===== config.mk =====
export PLATFORM = sky130hd
export DESIGN_NAME = usr_shift_sequencer
export DESIGN_NICKNAME = d
export VERILOG_FILES = /design/src/rtl/usr_seq_pkg.sv /design/src/rtl/usr_datapath.sv /design/src/rtl/usr_shift_sequencer.sv
export SDC_FILE = /design/constraint.sdc
export NUM_CORES = 1
export LEC_CHECK = 0
export CAP_MARGIN = 20
export CORE_MARGIN = 2
export CORE_UTILIZATION = 35
export DETAILED_ROUTE_END_ITERATION = 6
export GPL_ROUTABILITY_DRIVEN = 0
export GPL_TIMING_DRIVEN = 0
export HOLD_SLACK_MARGIN = 0.1
export PLACE_DENSITY = 0.7
export SLEW_MARGIN = 20
export SYNTH_ARGS = -nofsm -noshare
export SYNTH_HDL_FRONTEND = slang
export SYNTH_HIERARCHICAL = 1
export SYNTH_SLANG_ARGS = --single-unit

===== constraint.sdc =====
create_clock -name CLK -period 3.65 [get_ports CLK]
set_input_delay 0.73 -clock CLK [delete_from_list [all_inputs] [get_ports CLK]]
set_output_delay 0.73 -clock CLK [all_outputs]
set_load 0.01 [all_outputs]

===== src/rtl/usr_seq_pkg.sv =====
// Shared types and defaults for the universal shift-register sequencer.
package usr_seq_pkg;

  localparam int unsigned WIDTH_DEFAULT = 4;
  localparam int unsigned CNT_W_DEFAULT = 4;

  typedef enum logic [1:0] {
    OP_LOAD = 2'b00,
    OP_SHR  = 2'b01,
    OP_SHL  = 2'b10,
    OP_ROTR = 2'b11
  } op_e;

  typedef enum logic [1:0] {
    ST_IDLE = 2'b00,
    ST_EXEC = 2'b01,
    ST_DONE = 2'b10
  } state_e;

  // Datapath mode encoding: 00 hold, 01 right, 10 left, 11 load.
  typedef enum logic [1:0] {
    MODE_HOLD  = 2'b00,
    MODE_RIGHT = 2'b01,
    MODE_LEFT  = 2'b10,
    MODE_LOAD  = 2'b11
  } mode_e;

endpackage


===== src/rtl/usr_datapath.sv =====
// WIDTH-bit universal shift register with hold/right/left/load modes and a serial-out flop.
module usr_datapath
  import usr_seq_pkg::*;
#(
  parameter int unsigned WIDTH = WIDTH_DEFAULT
) (
  input  logic             clk_i,
  input  logic             rst_ni,
  input  mode_e            mode_i,
  input  logic             si_i,
  input  logic [WIDTH-1:0] data_i,
  output logic [WIDTH-1:0] q_o,
  output logic             so_o
);

  logic [WIDTH-1:0] q_d, q_q;
  logic             so_d, so_q;

  always_comb begin
    q_d  = q_q;
    so_d = so_q;
    unique case (mode_i)
      MODE_HOLD: ;
      MODE_RIGHT: begin
        q_d  = {si_i, q_q[WIDTH-1:1]};
        so_d = q_q[0];
      end
      MODE_LEFT: begin
        q_d  = {q_q[WIDTH-2:0], si_i};
        so_d = q_q[WIDTH-1];
      end
      MODE_LOAD: q_d = data_i;
      default: ;
    endcase
  end

  always_ff @(posedge clk_i or negedge rst_ni) begin
    if (!rst_ni) begin
      q_q  <= '0;
      so_q <= 1'b0;
    end else begin
      q_q  <= q_d;
      so_q <= so_d;
    end
  end

  assign q_o  = q_q;
  assign so_o = so_q;

endmodule


===== src/rtl/usr_shift_sequencer.sv =====
// Command-driven sequencer for a universal shift register: load, shift right/left with repeat count.
// Optional macro USR_SEQ_ROTATE_EN turns op 11 into rotate-right; otherwise op 11 flags err.
module usr_shift_sequencer
  import usr_seq_pkg::*;
#(
  parameter int unsigned WIDTH = WIDTH_DEFAULT,
  parameter int unsigned CNT_W = CNT_W_DEFAULT
) (
  input  logic             CLK,
  input  logic             RES,
  input  logic             cmd_valid,
  output logic             cmd_ready,
  input  logic [1:0]       cmd_op,
  input  logic [CNT_W-1:0] cmd_cnt,
  input  logic [WIDTH-1:0] cmd_data,
  input  logic             cmd_si,
  output logic [WIDTH-1:0] q,
  output logic             so,
  output logic             busy,
  output logic             done,
  output logic             err
);

  state_e           state_d, state_q;
  op_e              op_d, op_q;
  logic [CNT_W-1:0] cnt_d, cnt_q;
  logic [WIDTH-1:0] data_d, data_q;
  logic             si_d, si_q;
  logic             done_d, done_q;
  logic             err_d, err_q;
  logic             busy_d, busy_q;

  mode_e            mode;
  logic             dp_si;
  logic             shift_en;
  logic             finish;

  assign cmd_ready = (state_q == ST_IDLE) && RES;

  always_comb begin
    state_d  = state_q;
    op_d     = op_q;
    cnt_d    = cnt_q;
    data_d   = data_q;
    si_d     = si_q;
    done_d   = 1'b0;
    err_d    = 1'b0;
    mode     = MODE_HOLD;
    dp_si    = si_q;
    shift_en = 1'b0;
    finish   = 1'b0;

    unique case (state_q)
      ST_IDLE: begin
        if (cmd_valid) begin
          op_d    = op_e'(cmd_op);
          cnt_d   = cmd_cnt;
          data_d  = cmd_data;
          si_d    = cmd_si;
          state_d = ST_EXEC;
        end
      end
      ST_EXEC: begin
        finish = 1'b1;
        case (op_q)
          OP_LOAD: mode = MODE_LOAD;
          OP_SHR, OP_SHL: shift_en = 1'b1;
`ifdef USR_SEQ_ROTATE_EN
          // Rotate is a right shift whose serial input is the bit falling off the bottom.
          OP_ROTR: begin
            shift_en = 1'b1;
            dp_si    = q[0];
          end
`else
          OP_ROTR: err_d = 1'b1;
`endif
          default: ;
        endcase
        // A zero count finishes immediately with the register untouched.
        if (shift_en && (cnt_q != '0)) begin
          mode   = (op_q == OP_SHL) ? MODE_LEFT : MODE_RIGHT;
          cnt_d  = cnt_q - CNT_W'(1);
          finish = (cnt_q == CNT_W'(1));
        end
        if (finish) begin
          state_d = ST_DONE;
          done_d  = 1'b1;
        end else begin
          err_d = 1'b0;
        end
      end
      ST_DONE: state_d = ST_IDLE;
      default: state_d = ST_IDLE;
    endcase

    busy_d = (state_d != ST_IDLE);
  end

  always_ff @(posedge CLK or negedge RES) begin
    if (!RES) begin
      state_q <= ST_IDLE;
      op_q    <= OP_LOAD;
      cnt_q   <= '0;
      data_q  <= '0;
      si_q    <= 1'b0;
      done_q  <= 1'b0;
      err_q   <= 1'b0;
      busy_q  <= 1'b0;
    end else begin
      state_q <= state_d;
      op_q    <= op_d;
      cnt_q   <= cnt_d;
      data_q  <= data_d;
      si_q    <= si_d;
      done_q  <= done_d;
      err_q   <= err_d;
      busy_q  <= busy_d;
    end
  end

  assign done = done_q;
  assign err  = err_q;
  assign busy = busy_q;

  usr_datapath #(
    .WIDTH(WIDTH)
  ) u_datapath (
    .clk_i (CLK),
    .rst_ni(RES),
    .mode_i(mode),
    .si_i  (dp_si),
    .data_i(data_q),
    .q_o   (q),
    .so_o  (so)
  );

endmodule


---- After elaboration in Yosys (flattened, before gate mapping) ----
Index checks and enable logic that the tools add are counted.
cells by class
  reductions and logical operators ........ 12
  eq/ne operators ......................... 10
  multiplexer cells ....................... 21
  $add $sub $neg .......................... 1
operator list
  kind                   number
  $mux W2                6
  $pmux W4 S3            1
  $mux W1                9
  $eq A2 B2 Y1 const B   4
  $mux W4                2
  $pmux W4 S2            1
  $eq A2 B1 Y1 const B   3
  $reduce_bool A2 Y1     3
  $eq A4 B1 Y1 const B   1
  $logic_not A2 Y1       2
  $ne A2 B2 Y1 const B   2
  $pmux W2 S2            1
  $reduce_bool A4 Y1     1
  $sub A4 B1 Y4 const B  1
  $reduce_and A3 Y1      1
  $reduce_bool A3 Y1     1
  $logic_and A1 B1 Y1    2
  $pmux W1 S2            1
  $reduce_and A2 Y1      1
  $reduce_or A2 Y1       1
storage, ports and cells
  output and inout bits ................... 9
  register bits ........................... 21
  logic and storage cells ................. 54

---- Logic depth before layout (Yosys ltp) ----
Gate-level depths: netlist of the first run.
  depth after elaboration ................. 10
  depth in mapped cells ................... 11

---- Modules after synthesis ----
The synthesis of the first run kept the hierarchy.
by module, submodules not included
  module               instances  area an instance (um^2)  cells an instance
  usr_shift_sequencer  1          819.5                    87
  usr_datapath         1          339.1                    31

---- Least setup slack after synthesis of the first run ----
Ideal clock, no wire load.
  path type ............................... flip-flop to flip-flop
  start point ............................. register cnt_q[0]
  end point ............................... register u_datapath.q_q[3], in the netlist u_datapath/q_o[3]
  stages on the path, launching flop included .. 12
  clock period less this slack ............ 2.134 ns
  setup slack ............................. 1.516 ns
  arrival ................................. 2.048 ns
  buffers on the path ..................... 1
  cells stage by stage .................... dfrtp_1 > inv_1 > ha_1 > or3b_4 > nand2_1 > nand2_1 > a21oi_1 > inv_1 > ha_1 > buf_6 > nand2b_1 > o221ai_2
between the ends
  cells in the longest elaborated chain, start to end .. 6
  elaborated cells on any way between the ends .. 9
RTL lines
  element                                                   line                        text
  start, declared                                           usr_shift_sequencer.sv:26   logic [CNT_W-1:0] cnt_d, cnt_q;
  start signal, assigned                                    usr_shift_sequencer.sv:112  cnt_q <= cnt_d;
  $reduce_bool A4 Y1 *                                      usr_shift_sequencer.sv:80   if (shift_en && (cnt_q != '0)) begin
  $logic_and A1 B1 Y1 *                                     usr_shift_sequencer.sv:80
  $mux W2 *                                                 usr_shift_sequencer.sv:80
  $mux W2 *                                                 usr_shift_sequencer.sv:53   unique case (state_q)
  net mode[1]                                               usr_shift_sequencer.sv:33   mode_e mode;
  $eq A2 B2 Y1 / $eq A2 B1 Y1 (equally long branches)       usr_datapath.sv:22          unique case (mode_i)
  $pmux W4 S3 / $reduce_bool A3 Y1 (equally long branches)  n/a
  end signal, assigned                                      usr_datapath.sv:42          q_q <= q_d;
  end, declared                                             usr_datapath.sv:16          logic [WIDTH-1:0] q_d, q_q;
The timed path passes the listed nets; every way through them passes the cells marked *.
A chain may end at the register's enable or synchronous reset.

---- Final worst setup path of the first run ----
  start point ............................. input RES
  end point ............................... output cmd_ready
between the ends
  cells in the longest elaborated chain, start to end .. 1
RTL lines
  element              line                       text
  start, declared      usr_shift_sequencer.sv:10  input logic RES,
  $logic_and A1 B1 Y1  usr_shift_sequencer.sv:38  assign cmd_ready = (state_q == ST_IDLE) && RES;
  end, declared        usr_shift_sequencer.sv:12  output logic cmd_ready,
No other way between the ends.

==> results_dict.tcl, run 1 <==
set metrics [dict create \
    outcome "finished clean" \
    grt_use_total_pct 13.5 \
    clk_path_buf_depth 2 \
    mostFrequentLayoutCell "sky130_fd_sc_hd__nand2_1" \
    drt_first_pass_iters 4 \
    final_core_utilization_pct 47.1 \
    yosys_warnings 6 \
    core_region_area_mm2 0.00310 \
    crit_path_start "RES" \
    max-vdd-ir-drop_uv 181 \
    cellLeakagePower_nw 0.639 \
    global_route_wire_length_before_repair_mm 3.87 \
    timing.setup.critical_path_class "in2out" \
    crit_top_cell "sky130_fd_sc_hd__clkdlybuf4s50_1" \
    crit_fanout 22 \
    drt-met1-wl_mm 1.03 \
    highest-signal-layer "met4" \
    rows 20 \
    largest_net_degree_at_the_start_of_global_routing 23 \
    finClkSkew_ns 0.00910 \
    vias_per_cell 4.90 \
    max-slew-margin-rel_pct 40.2 \
    fill_cells 316 \
    post_cts_resize_count 0 \
    vias 922 \
    drc_errors 0 \
    grt_setup_unrepaired "no" \
    top_level_ports 23 \
    post_synth_num_cell_types 29 \
    grt_overflow_total 0 \
    capturing_element_type_of_the_critical_path "output pin" \
    diodes 0 \
    power_density_mw_per_mm2 813 \
    hp-start "data_q[3]$_DFFE_PN0P_" \
    dp_hpwl_mm 1.77 \
    clock_pin_slew_worst_setup_and_hold_paths_ns 0.10 \
    antenna_found_initial 0 \
    timing.critical_path.from_type "input port" \
    dieWidth_um 61.5 \
    num-nets-final 168 \
    report.final.hold_viol_count 0 \
    synthesis.area_per_instance_um2 9.82 \
    cts_tree "built" \
    final_min_period_over_clock_period_pct 89.7 \
    crit_slowest_cell "sky130_fd_sc_hd__clkdlybuf4s50_1" \
    min_delay_path_class "reg2reg" \
    met2RoutedLength_mm 1.11 \
    ys_seq_elements 21 \
    tightest_slew_ns 0.895 \
    timing.critical_path.cells "clkdlybuf4s50_1 > and2_1 > clkdlybuf4s50_1" \
    clock_period_minus_final_worst_setup_slack_ns 3.28 \
    worstPathArrival_ns 2.55 \
    finalMaxSlewViolations 0 \
    cts.root.buffer_cell "sky130_fd_sc_hd__clkbuf_4" \
    die_area_mm2 0.00379 \
    maxClockFrequency_mhz 305 \
    flow.area_growth_from_synthesis_pct 26.0 \
    p_total_mw 1.19 \
    route.final.wire_length_mm 2.27 \
    wl_met3_um 87 \
    number_of_buffers_inserted_for_hold_repair_after_clock_tree_synthesis 0 \
    drtIter0Drc 22 \
    cts_inserted_buffers 3 \
    numClockSinks 21 \
    cts.htree.levels 1 \
    die_h_um 61.5 \
    ys_seq_area_share_pct 45.4 \
    postRouteAntennaNets 0 \
    crit_path_max_incr_delay_ns 1.06 \
    start_util_pct 37.3 \
    placement.io_buffers 22 \
    cp_data_required_time_ns 2.92 \
    mostFrequentLayoutCells "26 x sky130_fd_sc_hd__nand2_1, 22 x sky130_fd_sc_hd__clkdlybuf4s50_1, 21 x sky130_fd_sc_hd__dfrtp_1, 9 x sky130_fd_sc_hd__ha_1" \
    cap_viol_max_count 0 \
    worstReg2RegStart "cnt_q[0]$_DFFE_PN0P_" \
    number_of_global_route_vias_before_repair 938 \
    synth_area_mm2 0.00116 \
    worstSkewPairLatency_ns 0.30 \
    post_route_cells_drive_above_1_share_pct 11.1 \
    wl_per_cell_um 12.1 \
    post_synthesis_cell_count 118 \
    syn_nets 141 \
    finalSetupTns_ns 0 \
    setup_viol_count_final 0 \
    cts_post_setup_buffers_inserted 0 \
]
## layout make-up
class                      instances  area, µm²  area share (%)
timing repair buffer              22        220            15.1
sequential                        21        526            36.0
buffer                             4       25.0            1.71
tap                               44       55.1            3.77
inverter                           6       22.5            1.54
clock buffer                       4       26.3            1.80
multi-input combinational         87        586            40.1
## sequential cells by signal, summed over array words and instances (netlist names)
signal and flops:
state_q 2, err 1, op_q 2, busy 1, data_q 4, dp_si 1
cnt_q 4, u_datapath/q_o 4, done 1, u_datapath/so_o 1
## kinds of logic (layout without fill, tap and decap cells)
group	count (synthesis)	after routing	synth area share, %
AOI/OAI and AO/OA	27	27	17.9
adders and majority gates	9	9	9.72
buffers and inverters	10	36	4.10
DFF	21	21	45.4
muxes	2	2	1.73
and+or+nand+nor	49	49	21.2
## stage by stage
| stage | std cells | setup WS (ns) | hold slack, ns | cell area [µm²] |
|---|---|---|---|---|
| final | 188 | 0.374 | 0.508 | 1460 |
| after global routing | 188 | 0.158 | 0.546 | 1460 |
| after CTS | 188 | 0.283 | 0.505 | 1460 |
| after detailed placement | 184 | 0.287 | 0.478 | 1430 |
| after global placement | 184 | 0.293 | 0.471 | 1430 |
| after floorplan | 118 | 1.52 | 0.434 | 1160 |
## worst max-delay path: cells and delay by family
family                 cells  cell delay, ns
and+or+nand+nor            1            0.23
buffers and inverters      2            1.59
## where the power goes
part | internal, mW | switching, mW | total, mW | leakage (nW)
registers | 0.336 | 0.0855 | 0.422 | 0.263
clock network | 0.0426 | 0.0665 | 0.109 | 0.0150
logic | 0.305 | 0.351 | 0.656 | 0.362
total | 0.684 | 0.503 | 1.19 | 0.639
## final timing paths
| check | endpoint | slack [ns] | cells after the start |
|---|---|---|---|
| max reg2reg | u_datapath/q_o[3]$_DFFE_PN0P_ | 1.24 | 11 |
| max | cmd_ready | 0.37 | 3 |
| min reg2reg | data_q[3]$_DFFE_PN0P_ | 0.51 | 2 |
| min in group asynchronous | cnt_q[2]$_DFFE_PN0P_ | 0.92 | 1 |
| min | data_q[3]$_DFFE_PN0P_ | 0.51 | 2 |
| max in group asynchronous | data_q[3]$_DFFE_PN0P_ | 2.18 | 1 |
## cell usage after synthesis
library cell	n	area (µm²)
sky130_fd_sc_hd__a211o_1	1	8.76
sky130_fd_sc_hd__a21oi_1	6	30.0
sky130_fd_sc_hd__a221o_1	1	10.0
sky130_fd_sc_hd__a22oi_1	4	30.0
sky130_fd_sc_hd__a31o_2	1	8.76
sky130_fd_sc_hd__a31oi_1	1	6.26
sky130_fd_sc_hd__and2_1	2	12.5
sky130_fd_sc_hd__and2b_1	1	7.51
sky130_fd_sc_hd__and3_1	1	6.26
sky130_fd_sc_hd__buf_2	2	10.0
sky130_fd_sc_hd__buf_6	1	11.3
sky130_fd_sc_hd__clkbuf_1	1	3.75
sky130_fd_sc_hd__dfrtp_1	21	526
sky130_fd_sc_hd__ha_1	9	113
sky130_fd_sc_hd__inv_1	6	22.5
sky130_fd_sc_hd__mux2i_1	2	20.0
sky130_fd_sc_hd__nand2_1	26	97.6
sky130_fd_sc_hd__nand2b_1	5	31.3
sky130_fd_sc_hd__nand3_1	2	10.0
sky130_fd_sc_hd__nand3_2	2	20.0
sky130_fd_sc_hd__nor2_1	6	22.5
sky130_fd_sc_hd__nor3_1	1	5.00
sky130_fd_sc_hd__nor3b_2	1	12.5
sky130_fd_sc_hd__o211ai_1	2	15.0
sky130_fd_sc_hd__o21ai_0	6	30.0
sky130_fd_sc_hd__o221ai_2	4	60.1
sky130_fd_sc_hd__o2bb2ai_1	1	8.76
sky130_fd_sc_hd__or2_4	1	8.76
sky130_fd_sc_hd__or3b_4	1	11.3
## routing by layer
layer,vias to the layer above,track usage [%]
li1,457,-
met1,435,17.4
met2,26,22.9
met3,4,1.26
met4,0,6.38
met5,-,0
Note: power is estimated with default switching activity, not from simulation.
==> inputs of run 2 (changes only) <==
--- a/config.mk
+++ b/config.mk
@@ -18,3 +18,4 @@
 export SYNTH_HDL_FRONTEND = slang
 export SYNTH_HIERARCHICAL = 1
 export SYNTH_SLANG_ARGS = --single-unit
+export TNS_END_PERCENT = 100
==> results of run 2 <==
The final DEF is identical to that of run 1; final timing and power are the same.
